==> src/rtl/spi_chain_pkg.sv <==
// Shared types and constants for the SPI daisy-chain frame sequencer.
package spi_chain_pkg;

    typedef enum logic [1:0] {
        IDLE  = 2'd0,
        SHIFT = 2'd1,
        HOLD  = 2'd2,
        DONE  = 2'd3
    } state_e;

    localparam int DEF_DW = 8;

    function automatic int frame_bits(input int num_dev, input int dw);
        return num_dev * dw;
    endfunction

endpackage

==> src/rtl/spi_sclk_gen.sv <==
// Half-period timing for the chain clock: ticks for the sclk rising/falling
// edges while shifting, and for the end of the trailing chip-select hold.
module spi_sclk_gen #(
    parameter int CLK_DIV = 4
) (
    input  logic clk,
    input  logic rst_n,
    input  logic shift_en,
    input  logic hold_en,
    output logic sclk_phase,
    output logic rise_tick,
    output logic fall_tick,
    output logic hold_done
);

    localparam int CNT_W = (CLK_DIV > 1) ? $clog2(CLK_DIV) : 1;
    localparam logic [CNT_W-1:0] CNT_LAST = CNT_W'(CLK_DIV - 1);

    logic [CNT_W-1:0] cnt_reg;
    logic             phase_reg;
    logic             cnt_last;

    assign cnt_last = (cnt_reg == CNT_LAST);

    // Counter and phase fall back to zero whenever the FSM leaves SHIFT/HOLD.
    always_ff @(posedge clk or negedge rst_n) begin
        if (!rst_n) begin
            cnt_reg   <= '0;
            phase_reg <= 1'b0;
        end else if (shift_en) begin
            cnt_reg <= cnt_last ? '0 : cnt_reg + CNT_W'(1);
            if (cnt_last) begin
                phase_reg <= ~phase_reg;
            end
        end else if (hold_en) begin
            cnt_reg   <= cnt_last ? '0 : cnt_reg + CNT_W'(1);
            phase_reg <= 1'b0;
        end else begin
            cnt_reg   <= '0;
            phase_reg <= 1'b0;
        end
    end

    assign sclk_phase = phase_reg;
    assign rise_tick  = shift_en & ~phase_reg & cnt_last;
    assign fall_tick  = shift_en &  phase_reg & cnt_last;
    assign hold_done  = hold_en & cnt_last;

endmodule

==> src/rtl/spi_chain_sched.sv <==
// Single-frame sequencer for an SPI daisy chain: per-device tx/rx byte buffers,
// start/busy/done handshake, mode-0 MSB-first shifting of NUM_DEV*DW bits.
module spi_chain_sched
    import spi_chain_pkg::*;
#(
    parameter int  NUM_DEV = 3,
    parameter int  DW      = DEF_DW,
    parameter int  CLK_DIV = 4,
    localparam int IDX_W   = (NUM_DEV > 1) ? $clog2(NUM_DEV) : 1
) (
    input  logic             clk,
    input  logic             rst_n,
    input  logic             start,
    output logic             busy,
    output logic             done,
    input  logic             wr_en,
    input  logic [IDX_W-1:0] wr_idx,
    input  logic [DW-1:0]    wr_data,
    input  logic [IDX_W-1:0] rd_idx,
    output logic [DW-1:0]    rd_data,
    output logic             sclk,
    output logic             cs_n,
    output logic             mosi,
    input  logic             miso
);

    localparam int TOTAL = frame_bits(NUM_DEV, DW);
    localparam int BIT_W = $clog2(TOTAL + 1);
    localparam logic [BIT_W-1:0] BIT_LAST = BIT_W'(TOTAL - 1);

    state_e           state_reg;
    state_e           state_next;
    logic [BIT_W-1:0] bit_cnt_reg;
    logic [TOTAL-1:0] tx_shift_reg;
    logic [TOTAL-1:0] rx_shift_reg;
    logic [DW-1:0]    tx_mem_reg [NUM_DEV];
    logic [DW-1:0]    rx_mem_reg [NUM_DEV];

    logic [TOTAL-1:0] tx_flat;
    logic [DW-1:0]    rx_unpacked [NUM_DEV];
    logic             sclk_phase;
    logic             rise_tick;
    logic             fall_tick;
    logic             hold_done;
    logic             wr_accept;

    // Device NUM_DEV-1 occupies the MSBs so its word leaves first and is the
    // first word to arrive back.
    for (genvar gi = 0; gi < NUM_DEV; gi++) begin : g_pack
        assign tx_flat[gi*DW +: DW] = tx_mem_reg[gi];
        assign rx_unpacked[gi]      = rx_shift_reg[gi*DW +: DW];
    end

    spi_sclk_gen #(
        .CLK_DIV (CLK_DIV)
    ) u_sclk_gen (
        .clk        (clk),
        .rst_n      (rst_n),
        .shift_en   (state_reg == SHIFT),
        .hold_en    (state_reg == HOLD),
        .sclk_phase (sclk_phase),
        .rise_tick  (rise_tick),
        .fall_tick  (fall_tick),
        .hold_done  (hold_done)
    );

    // The tx buffer is locked from the accepting cycle until the frame ends.
    assign wr_accept = wr_en && (state_reg == IDLE) && !start && (int'(wr_idx) < NUM_DEV);

    always_comb begin
        state_next = state_reg;
        case (state_reg)
            IDLE:    if (start) state_next = SHIFT;
            SHIFT:   if (fall_tick && (bit_cnt_reg == BIT_LAST)) state_next = HOLD;
            HOLD:    if (hold_done) state_next = DONE;
            DONE:    state_next = IDLE;
            default: state_next = IDLE;
        endcase
    end

    always_ff @(posedge clk or negedge rst_n) begin
        if (!rst_n) begin
            state_reg    <= IDLE;
            bit_cnt_reg  <= '0;
            tx_shift_reg <= '0;
            rx_shift_reg <= '0;
            for (int i = 0; i < NUM_DEV; i++) begin
                tx_mem_reg[i] <= '0;
                rx_mem_reg[i] <= '0;
            end
        end else begin
            state_reg <= state_next;
            for (int i = 0; i < NUM_DEV; i++) begin
                if (wr_accept && (wr_idx == IDX_W'(i))) begin
                    tx_mem_reg[i] <= wr_data;
                end
            end
            case (state_reg)
                IDLE: begin
                    bit_cnt_reg <= '0;
                    if (start) begin
                        tx_shift_reg <= tx_flat;
                    end
                end
                SHIFT: begin
                    if (rise_tick) begin
                        rx_shift_reg <= (rx_shift_reg << 1) | TOTAL'(miso);
                    end
                    if (fall_tick) begin
                        tx_shift_reg <= tx_shift_reg << 1;
                        bit_cnt_reg  <= (bit_cnt_reg == BIT_LAST) ? '0 : bit_cnt_reg + BIT_W'(1);
                    end
                end
                HOLD: begin
                    // Commit on the edge into DONE so the buffer is valid with done.
                    if (hold_done) begin
                        for (int i = 0; i < NUM_DEV; i++) begin
                            rx_mem_reg[i] <= rx_unpacked[i];
                        end
                    end
                end
                default: bit_cnt_reg <= '0;
            endcase
        end
    end

    always_comb begin
        rd_data = '0;
        if (int'(rd_idx) < NUM_DEV) begin
            rd_data = rx_mem_reg[rd_idx];
        end
    end

    assign busy = (state_reg == SHIFT) || (state_reg == HOLD);
    assign done = (state_reg == DONE);
    assign cs_n = ~busy;
    assign sclk = (state_reg == SHIFT) && sclk_phase;
    assign mosi = busy && tx_shift_reg[TOTAL-1];

endmodule
==> config.mk <==
export PLATFORM = sky130hd
export DESIGN_NAME = spi_chain_sched
export DESIGN_NICKNAME = d
export VERILOG_FILES = /design/src/rtl/spi_chain_pkg.sv /design/src/rtl/spi_sclk_gen.sv /design/src/rtl/spi_chain_sched.sv
export SDC_FILE = /design/constraint.sdc
export NUM_CORES = 1
export LEC_CHECK = 0
export ABC_CLOCK_PERIOD_IN_PS = 1700
export CAP_MARGIN = 40
export CORE_MARGIN = 10
export CORE_UTILIZATION = 53
export DETAILED_ROUTE_END_ITERATION = 8
export PLACE_DENSITY = 0.76
export SETUP_SLACK_MARGIN = 0.3
export SLEW_MARGIN = 10
export SYNTH_ARGS = -nofsm -noshare
export SYNTH_HDL_FRONTEND = slang
export SYNTH_SLANG_ARGS = --single-unit
==> constraint.sdc <==
create_clock -name clk -period 1.7 [get_ports clk]
set_clock_uncertainty 0.05 [all_clocks]
set_input_delay 0.34 -clock clk [delete_from_list [all_inputs] [get_ports clk]]
set_output_delay 0.34 -clock clk [all_outputs]
set_load 0.05 [all_outputs]
**Yosys cells after proc, flatten, opt, wreduce, memory -nomap -nowiden**

Index checks and enable logic that the tools add are counted.
Widths: inputs -> output; s select.

- Bits in registers: 106
- Logic and storage cells: 77
- Output and inout port bits: 13
- Bits of input ports: 17

- Order comparisons: 3
- Reduce and logical (&&, ||, !) cells: 19
- Mux-type cells: 19
- Bitwise logic cells: 10
- Add/sub/neg operators: 2
- Equality and inequality tests: 12

Operator list:

| cell | number |
|---|---|
| $mux 24 | 2 |
| $pmux 24 s2 | 1 |
| $mux 8 | 3 |
| $or 24x1->24 | 1 |
| $bmux 8 s2 | 1 |
| $mux 2 | 6 |
| $mux 5 | 2 |
| $ne 2x2->1 const B | 5 |
| $pmux 5 s2 | 1 |
| $logic_and 1x1->1 | 9 |
| $eq 2x2->1 const B | 4 |
| $pmux 2 s4 | 1 |
| $reduce_and 2->1 | 3 |
| $reduce_and 3->1 | 2 |
| $add 5x1->5 const B | 1 |
| $and 1x1->1 | 5 |
| $eq 5x5->1 const B | 1 |
| $eq 2x1->1 const B | 2 |
| $logic_not 2->1 | 2 |
| $lt 2x2->1 const B | 2 |
| $ge 3x3->1 const B | 1 |
| $not 1->1 | 3 |
| $not 2->3 | 1 |
| $add 2x1->2 const B | 1 |
| other kinds (4) | 5 |

**Logic depth before layout (Yosys ltp)**

Gate-level depths: netlist of the first run.

- Depth in word-level cells: 6
- Gate-level depth with buffers: 8
- Mapped depth without buffers: 6

**Cells and area by module**

A second synthesis of the first run with hierarchy kept.

- Cell total of the unflattened synthesis: 325
- Area, all modules: 4658.2 um^2

Modules (own cells, without submodules):

| module | instances | sequential area each (um^2) | area an instance (um^2) | cells an instance |
|---|---|---|---|---|
| spi_chain_sched | 1 | 2577.5 | 4518.1 | 312 |
| spi_sclk_gen | 1 | 75.1 | 140.1 | 13 |

**Worst setup path after synthesis of the first run**

No wires, ideal clock.

- Path type: input-to-output
- Start point: input rd_idx[1]
- End point: output rd_data[0]
- Arrival time: 1948 ps
- Path buffers: 1
- Path slack: -638 ps
- Stages: 3
- Required time: 1310 ps
- Path through: clkbuf_1 -> mux2i_1 -> o21ai_0

- Cells in the longest elaborated chain, start to end: 5
- Elaborated cells between the ends (all ways): 6
- Those cells by class: order compare (1); mux (4); bitwise (1)

RTL lines:

| element | RTL line | text |
|---|---|---|
| from (decl) | spi_chain_sched.sv:19 | `input logic [IDX_W-1:0] rd_idx,` |
| $not 2->3 (implied by the code) | spi_chain_sched.sv:130 | `rd_data = rx_mem_reg[rd_idx];` |
| $bmux 8 s2 | spi_chain_sched.sv:130 |  |
| $mux 8 (implied by the code) (2 in series) | spi_chain_sched.sv:130 |  |
| $mux 8 (*) | spi_chain_sched.sv:129 | `if (int'(rd_idx) < NUM_DEV) begin` |
| to (decl) | spi_chain_sched.sv:20 | `output logic [DW-1:0] rd_data,` |

Every way passes the cells marked *; elsewhere a longest branch is shown, timed or not. The select of a mux whose other input is x is not followed.

**Worst setup path after layout of the first run**

- Start point: register state_reg[0]
- End point: register bit_cnt_reg[2]

- Cells in the longest elaborated chain, start to end: 5
- Elaborated cells between the ends (all ways): 8
- Those cells by class: eq/ne (3); mux (1); bitwise (3); reduce/logical (1)

RTL lines:

| element | RTL line | text |
|---|---|---|
| from (decl) | spi_chain_sched.sv:31 | `state_e state_reg;` |
| from (signal assigned) | spi_chain_sched.sv:92 | `state_reg <= state_next;` |
| $eq 2x1->1 | spi_chain_sched.sv:59, spi_chain_sched.sv:98 |  |
| $and 1x1->1 (2 in series) | spi_sclk_gen.sv:46 | `assign fall_tick = shift_en & phase_reg & cnt_last;` |
| $ne 2x2->1 (no source line) | -- |  |
| $reduce_and 2->1 (no source line) | -- |  |
| to (signal assigned) | spi_chain_sched.sv:111 | `bit_cnt_reg <= (bit_cnt_reg == BIT_LAST) ? '0 : bit_cnt_reg + BIT_W'(1);` |
| to (decl) | spi_chain_sched.sv:33 | `logic [BIT_W-1:0] bit_cnt_reg;` |

Parallel ways exist; a longest one is shown, timed or not.
A chain may end at the register's enable or synchronous reset.

==> results of run 1 <==
[kinds of logic (layout without fill, tap and decap cells)]
kind of cell,Yosys count,count (layout),share of synthesized area
compound gates,41,41,0.0520
xor+xnor,1,1,0.00193
mux,104,104,0.249
fa+ha+maj,7,7,0.0193
simple gates,69,69,0.0724
buf+inv,21,132,0.0220
flops,106,106,0.584
[cell type report]
| type | instances | area share |
|---|---|---|
| Clock buffer | 9 | 0.0169 |
| Clock inverter | 7 | 0.0104 |
| Inverter | 4 | 0.00291 |
| Multi-Input combinational cell | 222 | 0.375 |
| Sequential cell | 106 | 0.363 |
| Tap cell | 105 | 0.0180 |
| Timing Repair Buffer | 112 | 0.214 |
[power groups by stage]
stage / sequential, W / combinational (W) / clock (W)
2_1_floorplan: 0.00356 / 0.00261 / 0
3_3_place_gp: 0.00365 / 0.00347 / 0
3_5_place_dp: 0.00369 / 0.00358 / 0
4_1_cts: 0.00375 / 0.00608 / 0.00159
5_1_grt: 0.00400 / 0.00783 / 0.00172
6_report: 0.00395 / 0.00753 / 0.00163
[worst reg2reg max path: cells and delay by family (launching register included)]
kind                     cells  cell delay [ns]
flip-flops                   1             0.41
adder cells (fa/ha/maj)      1             0.19
buffers and inverters        5             0.48
AND/OR/NAND/NOR              2             0.62
AO/OA/AOI/OAI                1             0.08
[through the flow]
stage | area, um^2 | utilization | TNS (ns)
floorplan | 4770 | - | -0.216
global placement | 5450 | 0.657 | -6.78
detailed placement | 5450 | 0.657 | -7.48
CTS | 6870 | 0.828 | -6.72
global route | 7320 | 0.882 | -19.67
finish | 7320 | 0.882 | -16.29
[worst paths after layout]
check	endpoint	from	cells past startpoint
worst max-delay path	bit_cnt_reg[2]	state_reg[0]	9
worst min-delay path	rx_mem_reg[10]	rst_n	2
worst max register to register	bit_cnt_reg[2]	state_reg[0]	9
worst min register to register	u_sclk_gen.cnt_reg[0]	u_sclk_gen.cnt_reg[0]	1
max in group asynchronous	rx_shift_reg[15]	rst_n	3
min in group clk	u_sclk_gen.cnt_reg[0]	u_sclk_gen.cnt_reg[0]	1
[cell usage in the layout, fill, tap and decap left out, drive strengths merged, types with 3 or more instances in the layout]
master,synthesis,final
a21oi,24,24
and2,3,3
buf,12,95
clkbuf,5,11
clkdlybuf4s50,0,13
clkinvlp,0,3
dfrtp,106,106
ha,7,7
inv,4,5
mux2,72,72
mux2i,32,32
nand2,18,18
nand3b,3,3
nor2,28,28
nor2b,3,3
nor3,4,4
o21ai,12,12
[metal layers]
| layer | global-route usage | up-vias |
|---|---|---|
| li1 | - | 1428 |
| met1 | 0.245 | 1760 |
| met2 | 0.375 | 99 |
| met3 | 0.0479 | 31 |
| met4 | 0.0533 | 0 |
| met5 | 0 | - |
[repair_timing]
item,4_1_cts,5_1_grt
resized for setup,181,66
pin swaps,17,14
endpoints found under the hold margin,28,0
gates cloned,11,2
hold buffers,1,0
endpoints found under the setup margin,116,118
setup buffers,31,14
==> impl_results.md, run 1 <==
* Seq/Total Area, Yosys at 0.584
* Vias in the first global route at 3,644
* Die Area at 12,700 um^2
* Clock latency on the worst-skew pair at 0.38 ns
* Status: complete, but fails checks
* Flop pwr share at 0.301
* Fin. max-slew vios at 0
* Setup crit end kind: register
* Die Ht at 113 um
* Mean Syn Cell Area at 13.0 um^2
* CP Class: register to register
* Yosys warnings at 0
* NetSw at 0.00510 W
* # fillers at roughly 310
* Slew Limit Headroom at 0.695
* Wl on met1 at 5.84 mm
* Number of distinct library cells after synthesis at 30
* Final period util at 1.13
* Crit path largest cell delay at 0.41 ns
* Wire per inst at 26.3 um
* Comb power frac at 0.574
* First-pass GRT wire length at 21.1 mm
* Die width at approximately 110 um
* Drc violations at 0
* Overall Global Routing Usage at 0.209
* Least-Margin Pin Slew at 0.458 ns
* Number of iterations in the first detailed-routing pass at 4
* Int Pwr at 0.00801 W
* CTS Sinks at around 110
* CP max FO at 5
* Reg area at approximately 2700 um^2
* Clock slew at reported path FFs at 0.11 ns
* Reg2reg setup slack at -0.22 ns
* Diode count at 0
* Top cells by area, synth: dfrtp_1 58%, mux2_2 18%, mux2i_1 7.0%
* Worst Hold Class: input port to asynchronous set/reset pin
* CTS Buf Count at 9
* Min Hold Slack at 0.405 ns
* IO Count at 30
* Clock root cell: clkbuf_8
* Total gr overflow at 0
* Number of enable flip-flop cells after synthesis at 0
* Failing checks: negative setup slack
* Synth top cells by count: 106 x dfrtp_1, 72 x mux2_2, 32 x mux2i_1
* Met2 WL at slightly above 8 mm
* Top-count cell post-synth: dfrtp_1
* Crit path buffers/inverters at 5
* Post-Layout Cell Count at 565
* Starting Density at 0.548
* Most frequent CP cell: buf_6
* Setup WS post-layout at -0.218 ns
* Largest net degree at the start of global routing at 43
* Mapped Area at about 4500 um^2
* Fin crit period at 1.92 ns
* Final Hold Fails at 0
* Clock power share at 0.124
* Slowest cell on crit path: dfrtp_1
* CP required at 1.94 ns
* Core area at 8300 um^2
* Final Setup Violations at 108
* Power per cell area at 1790 nW/um^2
* Critical path startpoint category: register
* Share of synthesized registers carrying an async set or reset at 1.00
* Nets at 479
* Fmax at 521 MHz
* Top sig layer: met4
* Antenna violations before repair at 0
* Synthesized flop and latch total at around 110
* Share of layout cells above drive strength 1 at 0.643
* Crit path DAT at 2.16 ns
* Area Overhead vs Synth at 60.9%
* Critical path's top delay family: simple AND/OR/NAND/NOR gates
* Switching Fraction at 0.389
* Critical path, cell by cell: buf_6 -> inv_4 -> buf_6 -> buf_6 -> buf_6 -> ha_4 -> or2_4 -> or3_4 -> o211ai_2
* Synth top area share at 0.584
* PortBufs at 29
* Design Power at 0.0131 W
* Max_cap viols at 0
* Leak at 3.37 nW
* Worst vdd ir at 1500 uV
* Clock Path Buffers at 2
* Multi-input gate area at roughly 2700 um^2
* 1st-iter DRT viols at 209
* Post-route ant nets at 0
* RSZ-0062 raised after global routing: true
* Primary FF master, synth: dfrtp_1
* Routed length on met3 at 617 um
* Via Count at roughly 3,300
* H-tree Lvls at 3
* Via density per instance at 5.87
* Post-Route WL at 14.9 mm
* Placed cell count at 490
* Synth area leader: dfrtp_1
* CTS tree: done
* Post-DP HPWL at 5.87 mm
* Mapped Cells at ~350
* FP Rows at 33
* Final Wtd Congestion at 0.777
* Worst slack, placed at -0.268 ns
* Syn Nets at 373
(Power assumes the default switching activity.)
==> run 2: changes to the inputs <==
Settings changed: ABC_CLOCK_PERIOD_IN_PS 1700 to 1600, CORE_MARGIN 10 to default.
Clock period 1.7 ns to 1.6 ns, I/O delays scaled along.
==> impl_results.md, run 2 (synthesis results as in run 1) <==
* Status: complete, but fails checks (unchanged)
* Failing checks: negative setup slack (unchanged)
* Power per cell area at 1730 nW/um^2 (was 1790 nW/um^2)
* Post-Route WL at 9.82 mm (was 14.9 mm)
* Setup crit end kind: register (unchanged)
* Switching Fraction at 0.356 (was 0.389)
* PortBufs at 29 (unchanged)
* Vias in the first global route at 3,018 (was 3,644)
* Diode count at 0 (unchanged)
* Area after DPL at 5550 um^2 (was 5450 um^2)
* GRT met2 Usage at 0.376 (was 0.375)
* Die width at 94.6 um (was 113 um)
* Antenna violations before repair at 0 (unchanged)
* Die Ht at 94.6 um (was 113 um)
* Leak at 2.92 nW (was 3.37 nW)
* Share of layout cells above drive strength 1 at 0.508 (was 0.643)
* Clock slew at reported path FFs at 0.10 ns (was 0.11 ns)
* CTS Sinks at 106 (unchanged)
* Global route hottest layer: met2 (unchanged)
* Drc violations at 0 (unchanged)
* Clock power share at 0.152 (was 0.124)
* Commonest non-fill, non-tap cells in the layout: 106 x dfrtp_1, 54 x mux2_2, 25 x mux2i_1 (was 104 x dfrtp_1, 64 x mux2_4, 32 x buf_6)
* Total gr overflow at 0 (unchanged)
* Starting Density at 0.550 (was 0.548)
* Fmax at 542 MHz (was 521 MHz)
* Area Overhead vs Synth at 39.7% (was 60.9%)
* Slew Limit Headroom at 0.754 (was 0.695)
* Number of iterations in the first detailed-routing pass at 4 (unchanged)
* CTS tree: done (unchanged)
* Wire per inst at 18.2 um (was 26.3 um)
* Post-route ant nets at 0 (unchanged)
* CP max FO at 8 (was 5)
* Clock root cell: clkbuf_8 (unchanged)
* Overall Global Routing Usage at 0.221 (was 0.209)
* Final Wtd Congestion at 0.712 (was 0.777)
* Nets at 452 (was 479)
* IO Count at 30 (unchanged)
* # fillers at 482 (was 314)
* Post-DP HPWL at 5.64 mm (was 5.87 mm)
* Clock latency on the worst-skew pair at 0.37 ns (was 0.38 ns)
* Final Instance Area at 6350 um^2 (was 7320 um^2)
* 1st-iter DRT viols at 91 (was 209)
* Final Setup Violations at 111 (was 108)
* Final setup TNS at -16.84 ns (was -16.29 ns)
* Crit path DAT at 2.05 ns (was 2.16 ns)
* NetSw at 0.00391 W (was 0.00510 W)
* Setup WS post-layout at -0.246 ns (was -0.218 ns)
* Final period util at 1.15 (was 1.13)
* Flop pwr share at 0.357 (was 0.301)
* Comb power frac at 0.490 (was 0.574)
* CP required at 1.81 ns (was 1.94 ns)
* Critical path startpoint category: register (unchanged)
* First-pass GRT wire length at 14.9 mm (was 21.1 mm)
* Largest net degree at the start of global routing at 49 (was 43)
* CP Class: register to register (unchanged)
* Grt met1 use at 0.289 (was 0.245)
* Final Hold Fails at 0 (unchanged)
* Via Count at 2,962 (was 3,318)
* GR Util met3 at 0.0314 (was 0.0479)
* Worst Hold Class: input port to asynchronous set/reset pin (unchanged)
* Int Pwr at 0.00707 W (was 0.00801 W)
* Fin crit period at 1.85 ns (was 1.92 ns)
* Least-Margin Pin Slew at 0.368 ns (was 0.458 ns)
* Max_cap viols at 0 (unchanged)
* Clock Path Buffers at 2 (unchanged)
* H-tree Lvls at 3 (unchanged)
* Commonest non-fill, non-tap cell in the layout: dfrtp_1 (unchanged)
* FP Rows at 33 (unchanged)
* Fin. max-slew vios at 0 (unchanged)
* Worst vdd ir at 1210 uV (was 1500 uV)
* CTS Buf Count at 9 (unchanged)
* RSZ-0062 raised after global routing: true (unchanged)
* Via density per instance at 5.51 (was 5.87)
* Die Area at 8950 um^2 (was 12,700 um^2)
* Core area at 8260 um^2 (was 8300 um^2)
## run 2: cell count changes in the layout (fill, tap and decap cells not counted), moves of 6 or more
cell,before,now
a21oi_1,0,17
a21oi_2,24,7
buf_16,11,1
buf_6,32,16
mux2_2,8,54
mux2_4,64,18
mux2i_2,1,7
mux2i_4,8,0
nor2_1,1,22
nor2_4,25,2
## run 2: layout make-up
class                   count  area [um^2]  share of cell area
clock buffers               9          124              0.0195
repair buffers             85         1140               0.179
flip-flops and latches    106         2650               0.418
well taps                 105          131              0.0207
inverters                   4         18.8             0.00295
clock inverters             7         76.3              0.0120
multi-input cells         222         2210               0.348
## run 2: final timing paths
check / startpoint / to / slack (ns) / cells past startpoint
max reg2reg: state_reg[1] / tx_flat[14] / -0.25 / 6
min: rst_n / bit_cnt_reg[2] / 0.35 / 2
min reg2reg: tx_flat[21] / tx_flat[21] / 0.47 / 1
min in group clk: tx_flat[21] / tx_flat[21] / 0.47 / 1
max in group asynchronous: rst_n / tx_shift_reg[10] / 0.63 / 3
max: state_reg[1] / tx_flat[14] / -0.25 / 6
## run 2: critical path, cell delays in order, from the launching register on
cell      delay [ns]
dfrtp_1         0.41
inv_2           0.13
ha_4            0.15
nand3b_1        0.22
nor3b_4         0.29
buf_12          0.17
mux2_4          0.30
## run 2: layer usage
| metal | wire [um] | part of all wire |
|---|---|---|
| met1 | 4220 | 0.43 |
| met2 | 5130 | 0.52 |
| met3 | 222 | 0.023 |
| met4 | 239 | 0.024 |
| met5 | 0 | 0 |
## run 2: what timing repair did
item,CTS,global route
buffers inserted,10,7
pin swaps,8,5
resized for setup,48,33
hold endpoints to repair,22,0
gates cloned,2,4
setup endpoints to repair,119,119
hold buffers,1,0
## run 2: power groups by stage
stage	combinational, W	clock [W]	sequential [W]
detailed placement	0.00390	0	0.00392
finish	0.00538	0.00167	0.00392
global placement	0.00379	0	0.00388
global route	0.00573	0.00182	0.00401
CTS	0.00441	0.00169	0.00388
floorplan	0.00279	0	0.00378
## run 2: per-stage QoR
stage | total power [W] | instances | hold slack (ns) | utilization | setup WS (ns)
after floorplan | 0.00657 | 349 | -0.0256 | - | -0.121
after global placement | 0.00768 | 498 | 0.216 | 0.672 | -0.363
after detailed placement | 0.00782 | 498 | 0.211 | 0.672 | -0.399
after CTS | 0.00999 | 527 | 0.358 | 0.737 | -0.229
after global routing | 0.0116 | 538 | 0.363 | 0.769 | -0.307
final | 0.0110 | 538 | 0.348 | 0.769 | -0.246
==> run 3: changes to the inputs <==
Settings changed: PLACE_DENSITY 0.76 to 0.75, SYNTH_HIERARCHICAL from default to 1.
==> impl_results.md, run 3 <==
* Status: complete, but fails checks (unchanged)
* Failing checks: negative setup slack (unchanged)
* Power per cell area at 1510 nW/um^2 (was 1730 nW/um^2)
* Mapped Area at 4660 um^2 (was 4550 um^2)
* Clock slew at reported path FFs at 0.11 ns (was 0.10 ns)
* Critical path's top delay family: simple AND/OR/NAND/NOR gates (unchanged)
* Largest net degree at the start of global routing at 74 (was 49)
* Fin. max-slew vios at 0 (unchanged)
* Commonest non-fill, non-tap cell in the layout: dfrtp_1 (unchanged)
* CP max FO at 12 (was 8)
* Wire per inst at 20.0 um (was 18.2 um)
* CTS tree: done (unchanged)
* Reg area at 2650 um^2 (about the same)
* Starting Density at 0.559 (was 0.550)
* Worst vdd ir at 945 uV (was 1210 uV)
* Slew Limit Headroom at 0.740 (was 0.754)
* Setup crit end kind: register (unchanged)
* FP Rows at 33 (unchanged)
* CTS Sinks at 106 (unchanged)
* PortBufs at 29 (unchanged)
* Synth top area share at 0.569 (was 0.584)
* Commonest non-fill, non-tap cells in the layout: 105 x dfrtp_1, 87 x mux2_2, 41 x buf_4 (was 106 x dfrtp_1, 54 x mux2_2, 25 x mux2i_1)
* Crit path largest cell delay at 0.41 ns (about the same)
* Fmax at 508 MHz (was 542 MHz)
* Clock latency on the worst-skew pair at 0.37 ns (about the same)
* CTS Buf Count at 9 (unchanged)
* Crit path DAT at 2.18 ns (was 2.05 ns)
* Final setup TNS at -22.48 ns (was -16.84 ns)
* Final Setup Violations at 111 (unchanged)
* Synth area leader: dfrtp_1 (unchanged)
* NetSw at 0.00321 W (was 0.00391 W)
* Share of layout cells above drive strength 1 at 0.641 (was 0.508)
* Max_cap viols at 0 (unchanged)
* Die Area at 9170 um^2 (was 8950 um^2)
* First-pass GRT wire length at 15.5 mm (was 14.9 mm)
* Clock Path Buffers at 2 (unchanged)
* Nets at 442 (was 452)
* Drc violations at 0 (unchanged)
* Final Hold Fails at 0 (unchanged)
* Post-Layout Cell Count at 528 (was 538)
* Flop pwr share at 0.375 (was 0.357)
* Via density per instance at 5.56 (was 5.51)
* Core area at 8340 um^2 (was 8260 um^2)
* GR Util met3 at 0.0490 (was 0.0314)
* Final period util at 1.23 (was 1.15)
* Diode count at 0 (unchanged)
* Die Ht at 95.8 um (was 94.6 um)
* Syn Nets at 348 (was 373)
* H-tree Lvls at 3 (unchanged)
* Slowest cell on crit path: dfrtp_1 (unchanged)
* Critical path, cell by cell: inv_2 -> ha_4 -> and3_4 -> and2b_4 -> nor3_4 -> buf_4 -> buf_16 -> mux2_2 (was inv_2 -> ha_4 -> nand3b_1 -> nor3b_4 -> buf_12 -> mux2_4)
* RSZ-0062 raised after global routing: true (unchanged)
* Crit path buffers/inverters at 3 (was 2)
* Synth top cells by count: 120 x mux2_2, 106 x dfrtp_1, 17 x nand2_1 (was 106 x dfrtp_1, 72 x mux2_2, 32 x mux2i_1)
* Top cells by area, synth: dfrtp_1 57%, mux2_2 29%, mux2i_1 1.9% (was dfrtp_1 58%, mux2_2 18%, mux2i_1 7.0%)
* Post-route ant nets at 0 (unchanged)
* Top-count cell post-synth: mux2_2 (was dfrtp_1)
* Design Power at 0.00995 W (was 0.0110 W)
* CP Class: register to register (unchanged)
* Primary FF master, synth: dfrtp_1 (unchanged)
* Post-DP HPWL at 5.58 mm (was 5.64 mm)
* Global route hottest layer: met2 (unchanged)
* 1st-iter DRT viols at 78 (was 91)
* Critical path startpoint category: register (unchanged)
* Fin crit period at 1.97 ns (was 1.85 ns)
* Die width at 95.8 um (was 94.6 um)
* Vias in the first global route at 3,072 (was 3,018)
* Antenna violations before repair at 0 (unchanged)
* Placed cell count at 479 (was 498)
* IO Count at 30 (unchanged)
* # fillers at 440 (was 482)
* Clock root cell: clkbuf_8 (unchanged)
* Mapped Cells at 325 (was 349)
* Worst Hold Class: input port to asynchronous set/reset pin (unchanged)
* Synthesized flop and latch total at 106 (unchanged)
* Multi-input gate area at 2390 um^2 (was 2210 um^2)
* Number of distinct library cells after synthesis at 33 (was 30)
* Number of iterations in the first detailed-routing pass at 4 (unchanged)
* Via Count at 2,938 (was 2,962)
* Total gr overflow at 0 (unchanged)
* Int Pwr at 0.00673 W (was 0.00707 W)
* Final Wtd Congestion at 0.719 (was 0.712)
* Min Hold Slack at 0.263 ns (was 0.348 ns)
* Overall Global Routing Usage at 0.229 (was 0.221)
* Leak at 3.16 nW (was 2.92 nW)
* Switching Fraction at 0.323 (was 0.356)
* Number of enable flip-flop cells after synthesis at 0 (unchanged)
* Seq/Total Area, Yosys at 0.569 (was 0.584)
* Clock power share at 0.159 (was 0.152)
* CP required at 1.81 ns (about the same)
* GRT met2 Usage at 0.399 (was 0.376)
* Mean Syn Cell Area at 14.3 um^2 (was 13.0 um^2)
* Comb power frac at 0.466 (was 0.490)
* Area Overhead vs Synth at 41.8% (was 39.7%)
* Setup WS post-layout at -0.370 ns (was -0.246 ns)
* Share of synthesized registers carrying an async set or reset at 1.00 (unchanged)
* Least-Margin Pin Slew at 0.391 ns (was 0.368 ns)
* Yosys warnings at 6 (was 0)
* Grt met1 use at 0.296 (was 0.289)
* Post-Route WL at 10.6 mm (was 9.82 mm)
[run 3: path summary, 6_finish.rpt]
| path | start | to | slack, ns | cells after the start |
|---|---|---|---|---|
| worst max-delay path | state_reg[1] | tx_shift_reg[12] | -0.37 | 8 |
| worst max register to register | state_reg[1] | tx_shift_reg[12] | -0.37 | 8 |
| min in group clk | u_sclk_gen/cnt_reg[0] | u_sclk_gen/cnt_reg[0] | 0.45 | 1 |
| worst min register to register | u_sclk_gen/cnt_reg[0] | u_sclk_gen/cnt_reg[0] | 0.45 | 1 |
| worst min-delay path | rst_n | state_reg[1] | 0.26 | 2 |
| max in group asynchronous | rst_n | tx_shift_reg[0] | 0.63 | 3 |
[run 3: logic make-up (layout without fill, tap and decap cells)]
| logic type | count (synthesis) | after routing | share of synthesized area |
|---|---|---|---|
| flip-flops | 106 | 106 | 0.569 |
| AO/OA/AOI/OAI | 19 | 19 | 0.0271 |
| adder cells (fa/ha/maj) | 6 | 6 | 0.0161 |
| multiplexers | 129 | 129 | 0.309 |
| AND/OR/NAND/NOR | 45 | 45 | 0.0559 |
| buffers and inverters | 19 | 117 | 0.0201 |
| XOR/XNOR | 1 | 1 | 0.00188 |
[run 3: timing repair]
action	in CTS	in global routing
cloned	5	3
gates resized for setup	34	63
setup endpoints to repair	118	119
pin swaps	6	7
hold buffers	1	0
hold endpoints to repair	7	0
setup buffers	15	10
[run 3: layer usage]
| metal | up-vias | part of all wire |
|---|---|---|
| met5 | - | 0 |
| met4 | 0 | 0.017 |
| met3 | 17 | 0.027 |
| met2 | 43 | 0.52 |
| met1 | 1530 | 0.44 |
| li1 | 1348 | - |
[run 3: per-stage QoR]
| step | instance area, um^2 | utilization | setup WS [ns] |
|---|---|---|---|
| floorplan | 4870 | - | -0.309 |
| global placement | 5610 | 0.673 | -0.338 |
| detailed placement | 5610 | 0.673 | -0.365 |
| CTS | 6210 | 0.744 | -0.324 |
| global route | 6610 | 0.792 | -0.435 |
| finish | 6610 | 0.792 | -0.370 |
[run 3: worst reg2reg max path, delay by kind of cell, from the launching register on]
family / cells / cell delay [ns]
adder cells (fa/ha/maj): 1 / 0.14
buffers and inverters: 3 / 0.39
flip-flops: 1 / 0.41
multiplexers: 1 / 0.33
AND/OR/NAND/NOR: 3 / 0.55
[run 3: power groups by stage]
stage | logic [W] | clock network [W] | registers, W
after floorplan | 0.00253 | 0 | 0.00364
after global placement | 0.00359 | 0 | 0.00372
after detailed placement | 0.00368 | 0 | 0.00375
after CTS | 0.00425 | 0.00160 | 0.00370
after global routing | 0.00493 | 0.00171 | 0.00380
final | 0.00464 | 0.00158 | 0.00373
[run 3: cell type report]
class,instances,area share
sequential,106,0.402
multi-input combinational,200,0.362
timing repair buffer,97,0.186
tap,105,0.0199
clock buffer,9,0.0188
clock inverter,6,0.00947
inverter,5,0.00284
